`config.mk`:
```
export PLATFORM = sky130hd
export DESIGN_NAME = fetch_prefetch_unit
export DESIGN_NICKNAME = d
export VERILOG_FILES = /design/src/rtl/fetch_prefetch_unit.sv
export SDC_FILE = /design/constraint.sdc
export NUM_CORES = 1
export LEC_CHECK = 0
export ABC_CLOCK_PERIOD_IN_PS = 4100
export CORE_ASPECT_RATIO = 1.4
export CORE_MARGIN = 3
export CORE_UTILIZATION = 55
export DETAILED_ROUTE_END_ITERATION = 10
export PLACE_DENSITY = 0.87
export SLEW_MARGIN = 20
export SYNTH_ARGS = -nofsm -noshare
export SYNTH_HDL_FRONTEND = slang
export SYNTH_SLANG_ARGS = --single-unit
```
`constraint.sdc`:
```
create_clock -name clk_i -period 4.1 [get_ports clk_i]
set_input_delay 0.82 -clock clk_i [delete_from_list [all_inputs] [get_ports clk_i]]
set_output_delay 0.82 -clock clk_i [all_outputs]
set_load 0.02 [all_outputs]
```
`src/rtl/fetch_prefetch_unit.sv`:
```
// Instruction-fetch front end: issues sequential word-aligned fetch requests,
// buffers returned instructions in a small in-order prefetch queue, and
// delivers them to decode under stall. A taken branch flushes the queue and
// arranges for responses already in flight to be discarded on arrival.
module fetch_prefetch_unit #(
  parameter int          QUEUE_DEPTH     = 4,
  parameter int          MAX_OUTSTANDING = 2,
  parameter logic [31:0] RESET_PC        = 32'h0000_0000
) (
  input  logic        clk_i,
  input  logic        rst_i,
  input  logic        taken_branch_i,
  input  logic [31:0] new_pc_i,
  input  logic        stall_i,
  output logic        imem_req_valid_o,
  input  logic        imem_req_ready_i,
  output logic [31:0] imem_req_addr_o,
  input  logic        imem_rsp_valid_i,
  input  logic [31:0] imem_rsp_data_i,
  output logic        valid_o,
  output logic [31:0] pc_o,
  output logic [31:0] instr_o
);

  localparam int AW = $clog2(QUEUE_DEPTH);
  // Pointers carry one extra bit so a full queue is distinct from an empty one.
  localparam int PW = AW + 1;
  localparam int CW = $clog2(QUEUE_DEPTH + MAX_OUTSTANDING + 1) + 1;

  logic [PW-1:0] head_q, head_d;
  logic [PW-1:0] alloc_q, alloc_d;
  logic [PW-1:0] fill_q, fill_d;
  logic [31:0]   fetch_pc_q, fetch_pc_d;
  logic [CW-1:0] pending_q, pending_d;
  logic [CW-1:0] drop_cnt_q, drop_cnt_d;
  logic          rst_dly_q;

  logic [31:0]            pc_q    [QUEUE_DEPTH];
  logic [31:0]            pc_d    [QUEUE_DEPTH];
  logic [31:0]            instr_q [QUEUE_DEPTH];
  logic [31:0]            instr_d [QUEUE_DEPTH];
  logic [QUEUE_DEPTH-1:0] filled_q, filled_d;

  logic [PW-1:0] occ;
  logic [CW-1:0] outstanding;
  logic [AW-1:0] head_idx, alloc_idx, fill_idx;
  logic          issue, rsp, pop, rsp_fills;

  // Request/deliver handshakes derived from registered state.
  always_comb begin
    head_idx    = head_q[AW-1:0];
    alloc_idx   = alloc_q[AW-1:0];
    fill_idx    = fill_q[AW-1:0];
    occ         = alloc_q - head_q;
    outstanding = pending_q + drop_cnt_q;

    // Requests stay quiet in reset, in the cycle after it, and on a redirect.
    imem_req_valid_o = !rst_i && !rst_dly_q && !taken_branch_i &&
                       (occ != PW'(QUEUE_DEPTH)) &&
                       (outstanding < CW'(MAX_OUTSTANDING));
    imem_req_addr_o  = fetch_pc_q;
    issue            = imem_req_valid_o && imem_req_ready_i;

    rsp       = imem_rsp_valid_i && !rst_i;
    rsp_fills = rsp && (drop_cnt_q == '0);

    valid_o = filled_q[head_idx] && !taken_branch_i && !rst_i;
    pc_o    = valid_o ? pc_q[head_idx]    : 32'h0;
    instr_o = valid_o ? instr_q[head_idx] : 32'h0;
    pop     = valid_o && !stall_i;
  end

  // Next-state for pointers, counters and queue entries.
  always_comb begin
    head_d     = head_q;
    alloc_d    = alloc_q;
    fill_d     = fill_q;
    fetch_pc_d = fetch_pc_q;
    pending_d  = pending_q;
    drop_cnt_d = drop_cnt_q;
    filled_d   = filled_q;
    pc_d       = pc_q;
    instr_d    = instr_q;

    if (taken_branch_i) begin
      // Everything live becomes squashed; a response arriving right now
      // consumes one of those squashed slots immediately.
      head_d     = '0;
      alloc_d    = '0;
      fill_d     = '0;
      filled_d   = '0;
      fetch_pc_d = new_pc_i & ~32'd3;
      drop_cnt_d = drop_cnt_q + pending_q - CW'(rsp);
      pending_d  = '0;
    end else begin
      if (issue) begin
        pc_d[alloc_idx]     = fetch_pc_q;
        filled_d[alloc_idx] = 1'b0;
        alloc_d             = alloc_q + PW'(1);
        fetch_pc_d          = fetch_pc_q + 32'd4;
      end
      if (rsp) begin
        if (drop_cnt_q != '0) begin
          drop_cnt_d = drop_cnt_q - CW'(1);
        end else begin
          instr_d[fill_idx]  = imem_rsp_data_i;
          filled_d[fill_idx] = 1'b1;
          fill_d             = fill_q + PW'(1);
        end
      end
      if (pop) begin
        filled_d[head_idx] = 1'b0;
        head_d             = head_q + PW'(1);
      end
      pending_d = pending_q + CW'(issue) - CW'(rsp_fills);
    end
  end

  // Control state register with synchronous reset.
  always_ff @(posedge clk_i) begin
    if (rst_i) begin
      head_q     <= '0;
      alloc_q    <= '0;
      fill_q     <= '0;
      fetch_pc_q <= RESET_PC;
      pending_q  <= '0;
      drop_cnt_q <= '0;
      filled_q   <= '0;
    end else begin
      head_q     <= head_d;
      alloc_q    <= alloc_d;
      fill_q     <= fill_d;
      fetch_pc_q <= fetch_pc_d;
      pending_q  <= pending_d;
      drop_cnt_q <= drop_cnt_d;
      filled_q   <= filled_d;
    end
    rst_dly_q <= rst_i;
  end

  // Entry payload storage; validity is tracked by filled_q, so no reset.
  always_ff @(posedge clk_i) begin
    pc_q    <= pc_d;
    instr_q <= instr_d;
  end

endmodule
```
==> Word level (Yosys, flattened, before mapping) <==
Cells that the tools add are included.
{ "totals": {"register_bits": 310, "latchBits": 0, "ramBits": 0, "romBits": 0, "in_bits": 70, "out_inout_bits": 98, "n_memories": 0} }
{ "classes": {"add_sub_neg": 10, "n_mul": 0, "div": 0, "order_cmp": 12, "eq_ne": 1, "n_shift": 0, "n_mux": 33, "bitwise": 10, "n_reduce_logical": 29} }
{ "ops": {"columns": ["operator", "count"], "rows": [
  ["$mux 32", 10],
  ["$bwmux 128", 2],
  ["$bmux 32 s2", 2],
  ["$demux 32 s2", 2],
  ["$mux 4", 9],
  ["$add 32x3->32 const B", 1],
  ["$logic_and 1x1->1", 15],
  ["$add 3x1->3 const B", 3],
  ["$ge 3x3->1 const B", 3],
  ["$lt 2x3->1 const B", 3],
  ["$not 2->3", 3],
  ["$and 4x4->4", 2],
  ["$not 4->4", 2],
  ["$sub 4x1->4", 2],
  ["$demux 1 s2", 3],
  ["$ge 2x1->1 const B", 3],
  ["$lt 3x1->1 const B", 2],
  ["$reduce_and 2->1", 3],
  ["$reduce_bool 2->1", 3],
  ["$add 4x1->4", 1],
  ["$add 4x4->4", 1],
  ["$logic_not 1->1", 4],
  ["$logic_not 4->1", 1],
  ["$lt 4x2->1 const B", 1],
  ["other kinds (10)", 14]
]} }

==> Depth between registers and ports, before layout <==
{ "logic_depth": {"word_depth": 14, "ltp_mapped": 17, "ltp_nobuf": 15} }

==> Least setup slack after synthesis <==
OpenSTA, ideal clock, no wires.
{ "synth_path": {"path_kind": "reg2reg", "from": "register head_q[1]", "to": "register pending_q[2]", "setup_time_ns": 0.128, "arrival_time_ns": 3.285, "t_required_ns": 3.972, "slack_ns": 0.688, "stages_incl_launch_ff": 17, "path_buffers": 3, "period_less_slack_ns": 3.412, "path_cell_list": "dfxtp_1 > clkbuf_1 > clkbuf_1 > inv_1 > ha_1 > nor2b_1 > xnor2_1 > o2111ai_4 > nor2_4 > inv_2 > buf_2 > ha_1 > inv_1 > ha_1 > fa_1 > xnor2_1 > nor2_1"} }
{ "synth_between": {"elab_chain_len": 7} }
{ "synth_rtl": {"columns": ["element", "line", "text"], "rows": [
  ["start, declared", "30", "logic [PW-1:0] head_q, head_d;"],
  ["start signal, assigned", "122", "head_q <= '0;"],
  ["start signal, assigned", "130", "head_q <= head_d;"],
  ["$sub 3x3->3", "54", "occ = alloc_q - head_q;"],
  ["$ne 3x3->1", "59", "(occ != PW'(QUEUE_DEPTH)) &&"],
  ["$logic_and 1x1->1", "58", "imem_req_valid_o = !rst_i && !rst_dly_q && !taken_branch_i &&"],
  ["$logic_and 1x1->1", "59", null],
  ["$logic_and 1x1->1", "62", "issue = imem_req_valid_o && imem_req_ready_i;"],
  ["$add 4x1->4", "115", "pending_d = pending_q + CW'(issue) - CW'(rsp_fills);"],
  ["$sub 4x1->4", "115", null],
  ["end signal, assigned", "134", "pending_q <= pending_d;"],
  ["end, declared", "34", "logic [CW-1:0] pending_q, pending_d;"]
]} }
No other way between the ends.
A chain may end at the register's enable or synchronous reset.

==> Final worst setup path <==
{ "layout_path": {"from": "register pending_q[0]", "to": "output port imem_req_valid_o"} }
{ "layout_between": {"elab_chain_len": 3} }
{ "layout_rtl": {"columns": ["element", "line", "text"], "rows": [
  ["$add 4x4->4", "55", "outstanding = pending_q + drop_cnt_q;"],
  ["$lt 4x2->1", "60", "(outstanding < CW'(MAX_OUTSTANDING));"],
  ["$logic_and 1x1->1", "59", null],
  ["end, declared", "15", "output logic imem_req_valid_o,"]
]} }
No other way between the ends.

==> reports/results.ini <==
[outcome]
outcome = finished, final reports clean

[grt]
grt_max_degree = 67
grt_pass1_wl_um = 45700
first_global_vias = 8027
grt_use_total = 0.237
grt_overflow = 0
antenna_found_initial = 1

[hold_path]
hold_class = flip-flop to flip-flop

[floorplan]
fp.dieW_um = 134
num_rows = 64
die_area_um2 = 24700
io_pins = 168
start_util = 0.567
coreArea_um2 = 22200
die_h_um = 185

[place]
hpwl_um = 18200
gp_congestion = 0.860
port_buffers = 161
placed_cells = 1233

[finish]
multi_input_area_um2 = 3790
n_fill_cell = 1422
area_growth_pct = 23.1
drive_gt1_frac = 0.146
final_nets = 1063
regArea_um2 = 8470
fin_cells = 1283

[power]
seq_power_share = 0.544
peakVddDrop_mv = 0.418
p_comb_frac = 0.066
p_leak_nw = 5.26
power_frac_clock = 0.390
internal-power_mw = 4.89
power.switching_mw = 1.35
p_per_area_nw_per_um2 = 403
switching_share = 0.216

[worst_setup_path]
crit_chain = ha_1 > inv_1 > fa_1 > xnor2_1 > nor4b_4 > o2111ai_4 > inv_2 > clkdlybuf4s50_1
arrival_ps = 3130
cp_slowest_cell = clkdlybuf4s50_1
slowest_delay_ps = 620
cp_max_fo = 10
startpoint_type = flip-flop
worstSetupPathType = flip-flop to output port
cp-end-kind = output port
required_ps = 3280

[route]
num_vias = 7808
ant_nets = 0
wl_per_cell_um = 22.7
drt_first_pass_iters = 5
drc_errors = 0
route.met3.wl_um = 2150
wl_um = 29200
wl_met1_um = 10700
highest_layer = met4
dr.first_iter.drc_count = 779
wl_met2_um = 15600
via_per_inst = 6.09

[synth]
async_flop_share = 0
ys_ff_latch = 299
synth-seq-area-share = 0.673
yosysWarnings = 0
synth_cells = 797
synth-main-ff-cell = edfxtp_1
syn_area_per_cell_um2 = 15.8
syn_area_um2 = 12600
synth-edff-count = 248
ys_types = 55

[sta]
fin_crit_sh = 0.963
clock.fmax_ghz = 0.253
setup_viol = 0
hold-worst-slack_ps = 522
skew_ps = 17.4
tightest_slew_ps = 593
finalHoldViolations = 0
period_needed_ps = 3950
relSlewSlack = 0.601
slew_viol_final = 0
rsz0062_at_grt = false
tns_ps = 0

[clock_network]
clk_latency_ps = 530
hold_buffers = 0
numCtsBuffers = 27
postCtsSetupBuffers = 0
cts_max_level = 1
tritoncts = built
cts_buffer_depth = 3
cts_resized = 0
root_buffer = clkbuf_16
cts.sink_count = 299
path_clk_slew_ps = 60

[job]
drv_cap = 0

==> layer usage <==
| metal | vias up | GRT usage |
|---|---|---|
| li1 | 3469 | - |
| met1 | 3932 | 0.302 |
| met2 | 353 | 0.426 |
| met3 | 54 | 0.0342 |
| met4 | 0 | 0.0708 |
| met5 | - | 0 |
==> cell usage in the layout, fill, tap and decap left out, types with 25 or more instances in the layout <==
cell / synthesis / layout
nand2_1: 36 / 36
dfxtp_1: 51 / 49
clkbuf_16: 0 / 27
ha_1: 26 / 26
nor2_1: 26 / 25
inv_1: 27 / 27
edfxtp_1: 248 / 248
and3_1: 72 / 72
clkdlybuf4s50_1: 0 / 160
mux4_2: 63 / 63
==> power groups by stage <==
stage	Clock (mW)	Combinational (mW)	Sequential [mW]
5_1_grt	2.58	0.447	3.40
2_1_floorplan	0	0.202	3.46
4_1_cts	2.46	0.413	3.39
3_5_place_dp	0	0.408	3.46
6_report	2.43	0.413	3.39
3_3_place_gp	0	0.397	3.45
==> area by class of cell <==
cell class              instances  area share
multi-input cells             419       0.245
repair buffers                188       0.121
flip-flops and latches        299       0.547
clock buffers                  31      0.0453
clock inverters                18     0.00978
well taps                     297      0.0240
inverters                      30     0.00728
diodes                          1    0.000162
==> flip-flops by register name, summed over array words and instances, names as in the netlist <==
register	flops
instr_q	128
pc_q	120
imem_req_addr_o	30
drop_cnt_q	4
filled_q	4
pending_q	4
alloc_q	3
head_q	3
fill_q	2
rst_dly_q	1
==> through the flow <==
stage	setup WS (ps)	power [mW]	area, um^2	util
floorplan	688	3.66	12600	-
global placement	359	3.85	14600	0.659
detailed placement	274	3.86	14600	0.659
CTS	148	6.26	15500	0.698
global route	20.8	6.42	15500	0.698
finish	152	6.24	15500	0.698
==> final timing paths <==
| check | cells after the start | slack (ps) | to | from |
|---|---|---|---|---|
| worst min-delay path | 2 | 520 | alloc_q[1]$_SDFFE_PP0N_ | alloc_q[1]$_SDFFE_PP0N_ |
| worst max register to register | 14 | 650 | pending_q[2]$_SDFF_PP0_ | pending_q[0]$_SDFF_PP0_ |
| worst max-delay path | 8 | 150 | imem_req_valid_o | pending_q[0]$_SDFF_PP0_ |
| worst min register to register | 2 | 520 | alloc_q[1]$_SDFFE_PP0N_ | alloc_q[1]$_SDFFE_PP0N_ |
==> critical path: cells and delay by family (launching register included) <==
kind                     cells  cell delay, ps
buffers and inverters        3             830
adder cells (fa/ha/maj)      2             550
flip-flops                   1             350
AND/OR/NAND/NOR              1             340
AO/OA/AOI/OAI                1             320
XOR/XNOR                     1             220
==> cell usage after synthesis (4+ instances only) <==
| library cell | n | area share |
|---|---|---|
| xnor2_1 | 12 | 0.0084 |
| and3_1 | 72 | 0.036 |
| nor3_1 | 11 | 0.0044 |
| a211oi_1 | 5 | 0.0030 |
| nor2_1 | 26 | 0.0078 |
| o311ai_0 | 6 | 0.0042 |
| clkbuf_1 | 33 | 0.0099 |
| edfxtp_1 | 248 | 0.59 |
| o22ai_1 | 5 | 0.0025 |
| o21ai_0 | 13 | 0.0052 |
| nand2_1 | 36 | 0.011 |
| buf_1 | 10 | 0.0030 |
| nand4_1 | 6 | 0.0030 |
| mux4_2 | 63 | 0.11 |
| nand3_1 | 18 | 0.0072 |
| nand2b_1 | 7 | 0.0035 |
| a21oi_1 | 21 | 0.0084 |
| a31oi_1 | 13 | 0.0065 |
| xor2_1 | 4 | 0.0028 |
| buf_4 | 4 | 0.0024 |
| buf_2 | 4 | 0.0016 |
| and2_1 | 5 | 0.0025 |
| o211ai_1 | 6 | 0.0036 |
| or4_1 | 5 | 0.0030 |
| a32oi_1 | 5 | 0.0035 |
| a22oi_1 | 8 | 0.0048 |
| ha_1 | 26 | 0.026 |
| nor2b_1 | 4 | 0.0020 |
| dfxtp_1 | 51 | 0.081 |
| inv_1 | 27 | 0.0081 |
| or3_1 | 9 | 0.0045 |
==> cells by family after synthesis <==
logic type	share of synthesized area
flip-flops	0.673
other	0.000298
multiplexers	0.115
XOR/XNOR	0.0111
buffers and inverters	0.0267
AND/OR/NAND/NOR	0.0937
adder cells (fa/ha/maj)	0.0291
AO/OA/AOI/OAI	0.0511
No activity file was read; power rests on OpenSTA's default activity.
==> RTL edit (config.mk and constraints unchanged) <==
The parameter `MAX_OUTSTANDING` goes from 2 to 1.
--- a/src/rtl/fetch_prefetch_unit.sv
+++ b/src/rtl/fetch_prefetch_unit.sv
@@ -5,5 +5,5 @@
 module fetch_prefetch_unit #(
   parameter int          QUEUE_DEPTH     = 4,
-  parameter int          MAX_OUTSTANDING = 2,
+  parameter int          MAX_OUTSTANDING = 1,
   parameter logic [31:0] RESET_PC        = 32'h0000_0000
 ) (
Function: changed (Yosys sat finds a counterexample within 4 cycles, from zero or initial values and one cycle with rst_i high).
==> RTL edit against the unedited design <==
- worst setup slack better by 190 ps
- sequential cell count stayed put
- worst hold slack better by 4.4 ps
- cell area is 0.57% higher
- total power is 5.0% higher
- global-route usage is 0.26 points higher
- utilization is 0.40 points higher
- synthesized cell count is 1.0% higher
- first-iteration DRC count is 12% lower
- synthesized area is 0.33% higher
- routed wire length is 2.1% higher
==> RTL edit: results <==
<?xml version="1.0" encoding="UTF-8"?>
<metrics>
  <group name="status">
    <metric name="status" unit="">finished clean</metric>
  </group>
  <group name="clocking">
    <metric name="clock_insertion_delay_worst_skew" unit="ps">550</metric>
  </group>
  <group name="logic_synthesis">
    <metric name="synth-compound-area-share" unit="">0.05018</metric>
    <metric name="portion_of_netlist_area_occupied_by_mux_cells" unit="">0.1142</metric>
    <metric name="yosys-top-cells-count" unit="">edfxtp_1 (248), and3_1 (74), mux4_2 (63)</metric>
    <metric name="synth.yosys.seq_area_share" unit="">0.6712</metric>
    <metric name="adder_and_majority_gate_portion_of_the_synthesized_area" unit="">0.02797</metric>
  </group>
  <group name="place">
    <metric name="dp_cell_count" unit="">1234</metric>
    <metric name="place.detailed.hpwl" unit="microns">18130</metric>
  </group>
  <group name="drt">
    <metric name="drt_pre_antenna_iters" unit="">9</metric>
    <metric name="met3_length" unit="microns">2400</metric>
    <metric name="met2_wirelength" unit="microns">15620</metric>
    <metric name="drt-total-wl" unit="microns">29750</metric>
    <metric name="vias" unit="">7972</metric>
    <metric name="wl_met1" unit="microns">10750</metric>
    <metric name="first_iter_violations" unit="">687</metric>
  </group>
  <group name="critical_path">
    <metric name="r2r_setup_slack" unit="ps">860</metric>
    <metric name="timing.reg2reg.worst_path_depth" unit="">16</metric>
  </group>
  <group name="timing">
    <metric name="tightest_slew" unit="ps">890.8</metric>
    <metric name="fin_worst_skew" unit="ps">34.40</metric>
  </group>
  <group name="grt">
    <metric name="grt_pass1_vias" unit="">8191</metric>
    <metric name="met3_usage" unit="">0.04022</metric>
    <metric name="global_route_wire_length_before_repair" unit="microns">45940</metric>
    <metric name="grt.met1_usage" unit="">0.2941</metric>
    <metric name="grt_start_max_net_pins" unit="">68</metric>
  </group>
  <group name="power_and_ir_drop">
    <metric name="power_switching" unit="mW">1.363</metric>
  </group>
  <group name="finish">
    <metric name="drive_above_1_share" unit="">0.1499</metric>
  </group>
</metrics>
[RTL edit: cell count changes after synthesis, sizes merged, moves of 4 or more]
cell,unedited run,this run
or3,9,5
o211ai,6,2
nand3,18,23
and2,5,1
xor2,4,8
xnor2,12,6
clkbuf,33,39
[RTL edit: cells by family (layout without fill, tap and decap cells)]
group / Yosys count / in the layout
flops: 299 / 299
simple gates: 219 / 219
compound gates: 93 / 93
buf+inv: 86 / 265
mux: 65 / 65
fa+ha+maj: 27 / 27
xor+xnor: 15 / 15
other cells: 1 / 5
[RTL edit: per-stage QoR]
| stage | utilization | setup slack [ps] | area [sq um] | hold slack [ps] | power [mW] |
|---|---|---|---|---|---|
| floorplan | - | 759.7 | 12630 | 479.1 | 3.655 |
| global placement | 0.6572 | 648.3 | 14580 | 504.5 | 3.834 |
| global route | 0.7017 | 174.2 | 15560 | 558.2 | 6.730 |
| CTS | 0.7016 | 298.1 | 15560 | 526.8 | 6.579 |
| finish | 0.7017 | 339.6 | 15560 | 526.5 | 6.550 |
| detailed placement | 0.6572 | 572.7 | 14580 | 518.0 | 3.850 |
[RTL edit: power groups by stage]
stage / combinational [mW] / sequential (mW) / clock (mW)
global placement: 0.384 / 3.45 / 0
global route: 0.431 / 3.40 / 2.90
CTS: 0.401 / 3.39 / 2.79
detailed placement: 0.395 / 3.46 / 0
finish: 0.402 / 3.39 / 2.76
floorplan: 0.195 / 3.46 / 0
[RTL edit: area by class of cell]
class                           count  share of cell area
Tap cell                          297             0.02387
Multi-Input combinational cell    423              0.2445
Clock inverter                     16             0.01568
Antenna cell                        1           0.0001608
Timing Repair Buffer              184              0.1161
Inverter                           31            0.007637
Clock buffer                       34             0.04767
Sequential cell                   299              0.5444
